`config.mk`:
```
export PLATFORM = sky130hd
export DESIGN_NAME = fft_input_buf
export DESIGN_NICKNAME = d
export VERILOG_FILES = /design/src/rtl/fft_pkg.sv /design/src/rtl/fft_pp_ram.sv /design/src/rtl/fft_input_buf.sv
export SDC_FILE = /design/constraint.sdc
export NUM_CORES = 1
export LEC_CHECK = 0
export CORE_UTILIZATION = 40
export CTS_CLUSTER_SIZE = 8
export DETAILED_ROUTE_END_ITERATION = 8
export PLACE_DENSITY = 0.64
export SLEW_MARGIN = 15
export SYNTH_ARGS = -nofsm -noshare
export SYNTH_HDL_FRONTEND = slang
export SYNTH_SLANG_ARGS = --single-unit
```
`constraint.sdc`:
```
create_clock -name clk -period 2.9 [get_ports clk]
set_input_delay 0.435 -clock clk [delete_from_list [all_inputs] [get_ports clk]]
set_output_delay 0.435 -clock clk [all_outputs]
set_load 0.01 [all_outputs]
```
`src/rtl/fft_pkg.sv`:
```
// rtl/fft_pkg.sv - shared defaults and bit-reverse helper for the FFT input buffer
package fft_pkg;

  localparam int DATA_W_DEF  = 16;
  localparam int LOG2N_DEF   = 4;
  localparam int MAX_LOG2N   = 10;
  localparam int FRAME_CNT_W = 16;

  // Reverses the low w bits of v; bits at or above w come back as zero.
  function automatic logic [MAX_LOG2N-1:0] bit_rev(input logic [MAX_LOG2N-1:0] v,
                                                    input int w);
    logic [MAX_LOG2N-1:0] r;
    logic [MAX_LOG2N-1:0] t;
    r = '0;
    t = v;
    for (int i = 0; i < MAX_LOG2N; i++) begin
      if (i < w) begin
        r = {r[MAX_LOG2N-2:0], t[0]};
        t = t >> 1;
      end
    end
    return r;
  endfunction

endpackage

```
`src/rtl/fft_pp_ram.sv`:
```
// rtl/fft_pp_ram.sv - two-bank ping-pong sample RAM, one write port, one registered read port
module fft_pp_ram #(
  parameter int DATA_W = 16,
  parameter int LOG2N  = 4
) (
  input  logic              i_clk,
  input  logic              i_rst,
  input  logic              i_we,
  input  logic              i_wbank,
  input  logic [LOG2N-1:0]  i_waddr,
  input  logic [DATA_W-1:0] i_wdata,
  input  logic              i_rbank,
  input  logic [LOG2N-1:0]  i_raddr,
  output logic [DATA_W-1:0] o_rdata
);

  localparam int DEPTH = 2 * (1 << LOG2N);

  logic [DATA_W-1:0] r_mem [DEPTH];
  logic [DATA_W-1:0] r_rdata;

  // Array contents are deliberately left out of reset.
  always_ff @(posedge i_clk) begin
    if (i_we) begin
      r_mem[{i_wbank, i_waddr}] <= i_wdata;
    end
  end

  always_ff @(posedge i_clk or posedge i_rst) begin
    if (i_rst) begin
      r_rdata <= '0;
    end else begin
      r_rdata <= r_mem[{i_rbank, i_raddr}];
    end
  end

  assign o_rdata = r_rdata;

endmodule

```
`src/rtl/fft_input_buf.sv`:
```
// rtl/fft_input_buf.sv - ping-pong frame buffer feeding an FFT core
// Define FFT_IN_BITREV_EN to store each frame in bit-reversed (decimation-in-time) order.
module fft_input_buf
  import fft_pkg::*;
#(
  parameter int DATA_W = DATA_W_DEF,
  parameter int LOG2N  = LOG2N_DEF
) (
  input  logic                   clk,
  input  logic                   rst,
  input  logic                   req_i,
  input  logic [DATA_W-1:0]      data_i,
  output logic                   rdy_o,
  output logic                   frame_vld_o,
  input  logic [LOG2N-1:0]       rd_addr_i,
  output logic [DATA_W-1:0]      rd_data_o,
  input  logic                   done_i,
  output logic [FRAME_CNT_W-1:0] frame_cnt_o
);

  localparam int N = 1 << LOG2N;

  logic                   r_wb;
  logic                   r_rb;
  logic [1:0]             r_full;
  logic [LOG2N-1:0]       r_wr_cnt;
  logic [FRAME_CNT_W-1:0] r_frame_cnt;

  logic                   w_accept;
  logic                   w_last;
  logic                   w_release;
  logic [LOG2N-1:0]       w_waddr;
  logic [1:0]             w_full_nxt;

  assign rdy_o       = ~r_full[r_wb];
  assign frame_vld_o = r_full[r_rb];
  assign frame_cnt_o = r_frame_cnt;

  assign w_accept  = req_i & rdy_o;
  assign w_last    = w_accept && (r_wr_cnt == LOG2N'(N - 1));
  assign w_release = done_i & frame_vld_o;

`ifdef FFT_IN_BITREV_EN
  assign w_waddr = LOG2N'(bit_rev(MAX_LOG2N'(r_wr_cnt), LOG2N));
`else
  assign w_waddr = r_wr_cnt;
`endif

  // A release and a frame completion always target different banks, so both apply.
  always_comb begin
    w_full_nxt = r_full;
    if (w_release) begin
      w_full_nxt[r_rb] = 1'b0;
    end
    if (w_last) begin
      w_full_nxt[r_wb] = 1'b1;
    end
  end

  always_ff @(posedge clk or posedge rst) begin
    if (rst) begin
      r_wb        <= 1'b0;
      r_rb        <= 1'b0;
      r_full      <= 2'b00;
      r_wr_cnt    <= '0;
      r_frame_cnt <= '0;
    end else begin
      r_full <= w_full_nxt;
      if (w_release) begin
        r_rb <= ~r_rb;
      end
      if (w_accept) begin
        if (w_last) begin
          r_wb        <= ~r_wb;
          r_wr_cnt    <= '0;
          r_frame_cnt <= r_frame_cnt + 1'b1;
        end else begin
          r_wr_cnt <= r_wr_cnt + 1'b1;
        end
      end
    end
  end

  fft_pp_ram #(
    .DATA_W (DATA_W),
    .LOG2N  (LOG2N)
  ) u_ram (
    .i_clk   (clk),
    .i_rst   (rst),
    .i_we    (w_accept),
    .i_wbank (r_wb),
    .i_waddr (w_waddr),
    .i_wdata (data_i),
    .i_rbank (r_rb),
    .i_raddr (rd_addr_i),
    .o_rdata (rd_data_o)
  );

endmodule

```
==> results.cfg <==
[run_status]
outcome = finished clean

[power]
ir_drop_mv = 0.516
power_density_nw_per_um2 = 773
power_frac_comb_pct = 11.0
internal_power_mw = 15.1
pwr-share-clk_pct = 41.0
p_sw_mw = 4.85
switching_share_pct = 24.3
power.leakage_nw = 9.17
total_power_mw = 19.9
seq_power_share_pct = 48.0

[worst_setup_path]
start_kind = flip-flop
cp_cell_sequence = mux2i_4, clkdlybuf4s50_1
path_max_fanout = 10
critPathTopFamily = buffers and inverters
endpoint_kind = output port
worst-r2r-cell-count = 5
cp.depth = 2
crit_type = flip-flop to output port
critPathMaxStageDelay_ns = 0.61
worstPathRequired_ns = 2.47
cp_num_buf_inv = 1
slowest_stage = clkdlybuf4s50_1
worst_ep_arrival_time_ns = 2.14

[clock_tree]
h-tree-depth = 3
postCtsSetupRepairBufs = 0
cts_tree = built
clk_latency_ns = 0.61
clk_path_buf_depth = 3
cts_root_buf = clkbuf_16
hold_buffers = 0
cts_resized = 0
clkTransAtPathRegs_ns = 0.05
cts.sinks = 552
cts_buffers = 78

[synth]
synthesis.nets = 1273
synth_area_sq_um = 21500
synth.distinct_cells = 36
syn_area_per_cell_sq_um = 17.3
synth_top_cell_area_share_pct = 71.5
synth_seq_area_share_pct = 76.2
synth_area_leaders = edfxtp_1 (72%), mux2i_1 (12%), dfrtp_1 (4.7%)
synth_seq_cells = 552
synth_warnings = 0
synth_top_cell_by_area = edfxtp_1
syn_inst = 1244

[sta]
fin_ws_ns = 0.328
hold_violations = 0
grt_setup_unrepaired = false
drv_slew = 0
fin_tns_setup_ns = 0
slew_headroom_pct = 38.7
fin_skew_ns = 0.0186
min_period_over_period_pct = 88.7
max_freq_ghz = 0.389
tightest_slew_ns = 0.914
fin_crit_ns = 2.57
setup_viol = 0

[layout]
synthToLayoutAreaGrowth_pct = 19.8
final_nets = 1427
drive_above_1_share_pct = 13.3
nFillCells = 4384
final_core_util_pct = 48.7

[die]
die_h_um = 234
pin_count = 58
rows = 84
coreArea_sq_um = 52900
die-area_sq_um = 54700
dieWidth_um = 234
start_util_pct = 40.6

[route]
drtIter0Drc = 1193
vias = 11700
drc = 0
totalWireLength_mm = 51.7
dr.pass1.iters = 7
ant_nets = 0
routedWlPerCell_um = 24.3
vias_per_cell = 5.50

[global_route]
grt_max_degree = 53
grt_pass1_wl_mm = 74.8
grtUsageTotal_pct = 19.1
overflow = 0
antenna_found_initial = 0
grt_pass1_vias = 11500

[placement]
gp_congestion = 0.886
dp_hpwl_mm = 32.0
io_buffers = 57
place_ws_ns = 0.262

[flow_run]
cap_violations = 0

[hold_path]
min_path_type = input port to asynchronous set/reset pin
==> per-stage QoR <==
stage                     instances  hold WS [ns]  instance area [sq um]
after CTS                      2125         0.225                  25700
final                          2126         0.232                  25700
after global routing           2125         0.266                  25700
after floorplan                1244         0.508                  21500
after detailed placement       2006         0.467                  23500
after global placement         2006         0.463                  23500
==> power by group through the flow <==
stage | combinational, mW | clock (mW) | sequential, mW
final | 2.19 | 8.16 | 9.55
after global routing | 2.34 | 8.62 | 9.57
after CTS | 2.20 | 8.32 | 9.55
after detailed placement | 2.19 | 0 | 9.69
after global placement | 2.17 | 0 | 9.67
after floorplan | 1.07 | 0 | 9.60
==> per-layer routing <==
metal | GRT usage [%] | wire (um) | up-vias
met5 | 0 | 0 | -
met4 | 6.80 | 1550 | 0
met3 | 4.02 | 3250 | 95
met2 | 30.5 | 25000 | 426
met1 | 25.8 | 22000 | 5972
li1 | - | - | 5205
==> final timing paths <==
| check | start | endpoint | slack (ns) |
|---|---|---|---|
| max in group asynchronous | rst | u_ram.o_rdata[2] | 2.04 |
| max | r_wb | rdy_o | 0.33 |
| max reg2reg | r_wb | u_ram.r_mem[4][7] | 0.36 |
| min | rst | frame_cnt_o[15] | 0.23 |
| min in group clk | frame_cnt_o[15] | frame_cnt_o[15] | 0.48 |
| min reg2reg | frame_cnt_o[15] | frame_cnt_o[15] | 0.48 |
==> cells in the final DEF (no fill, tap or decap), types with 8 or more instances in the layout <==
cell type / Yosys / final
a21oi_1: 33 / 33
a22o_1: 32 / 32
a22oi_1: 64 / 64
a31oi_1: 17 / 17
buf_12: 0 / 19
buf_4: 2 / 67
clkbuf_1: 25 / 34
clkbuf_16: 0 / 79
clkdlybuf4s50_1: 0 / 56
dfrtp_1: 40 / 40
edfxtp_1: 512 / 512
mux2i_1: 256 / 256
nand2_1: 47 / 47
nand3_1: 39 / 39
nand4_1: 19 / 19
nor2_1: 39 / 30
nor2_2: 0 / 8
nor3_1: 18 / 18
xnor2_1: 12 / 12
==> synthesized netlist by cell type <==
library cell  instances
a21o_1                3
a21oi_1              33
a22o_1               32
a22oi_1              64
a31oi_1              17
and2_1                2
and3_1                2
buf_1                 4
buf_2                37
buf_4                 2
buf_6                 1
clkbuf_1             25
dfrtp_1              40
edfxtp_1            512
ha_1                  5
inv_1                 6
mux2_2                2
mux2i_1             256
mux2i_4               1
nand2_1              47
nand2b_1              3
nand3_1              39
nand3_4               1
nand3b_1              2
nand4_1              19
nor2_1               39
nor2b_1               3
nor3_1               18
nor3_2                2
nor4_1                1
o21ai_0               6
or2_1                 1
or3_1                 2
or3b_2                1
xnor2_1              12
xor2_1                4
==> worst reg2reg max path, cell delays in order (launching register included) <==
cell     delay [ns]
dfrtp_1        0.55
mux2i_4        0.38
and2_1         0.30
nand2_1        0.43
nor2_1         0.28
buf_4          0.28
==> registers in the layout, summed over array words and instances (netlist names) <==
| signal | cells |
|---|---|
| r_rb | 1 |
| frame_cnt_o | 16 |
| r_wr_cnt | 4 |
| u_ram.o_rdata | 16 |
| r_wb | 1 |
| u_ram.r_mem | 512 |
| r_full | 2 |
==> final cells by class <==
cell class / count / area, sq um / share of cell area [%]
inverters: 6 / 22.5 / 0.0875
diodes: 1 / 2.50 / 0.00972
multi-input cells: 617 / 4810 / 18.7
flip-flops and latches: 552 / 16400 / 63.6
clock buffers: 113 / 2100 / 8.18
well taps: 688 / 861 / 3.34
repair buffers: 143 / 1460 / 5.67
clock inverters: 6 / 96.3 / 0.374
==> kinds of logic (layout without fill, tap and decap cells) <==
family / after synthesis / count (layout) / synth area share, %
AND/OR/NAND/NOR: 182 / 182 / 4.08
other: 0 / 1 / 0
flip-flops: 552 / 552 / 76.2
AO/OA/AOI/OAI: 155 / 155 / 5.05
adder cells (fa/ha/maj): 5 / 5 / 0.291
multiplexers: 259 / 259 / 12.1
buffers and inverters: 75 / 268 / 1.60
XOR/XNOR: 16 / 16 / 0.652
No activity file was read; power rests on OpenSTA's default activity.
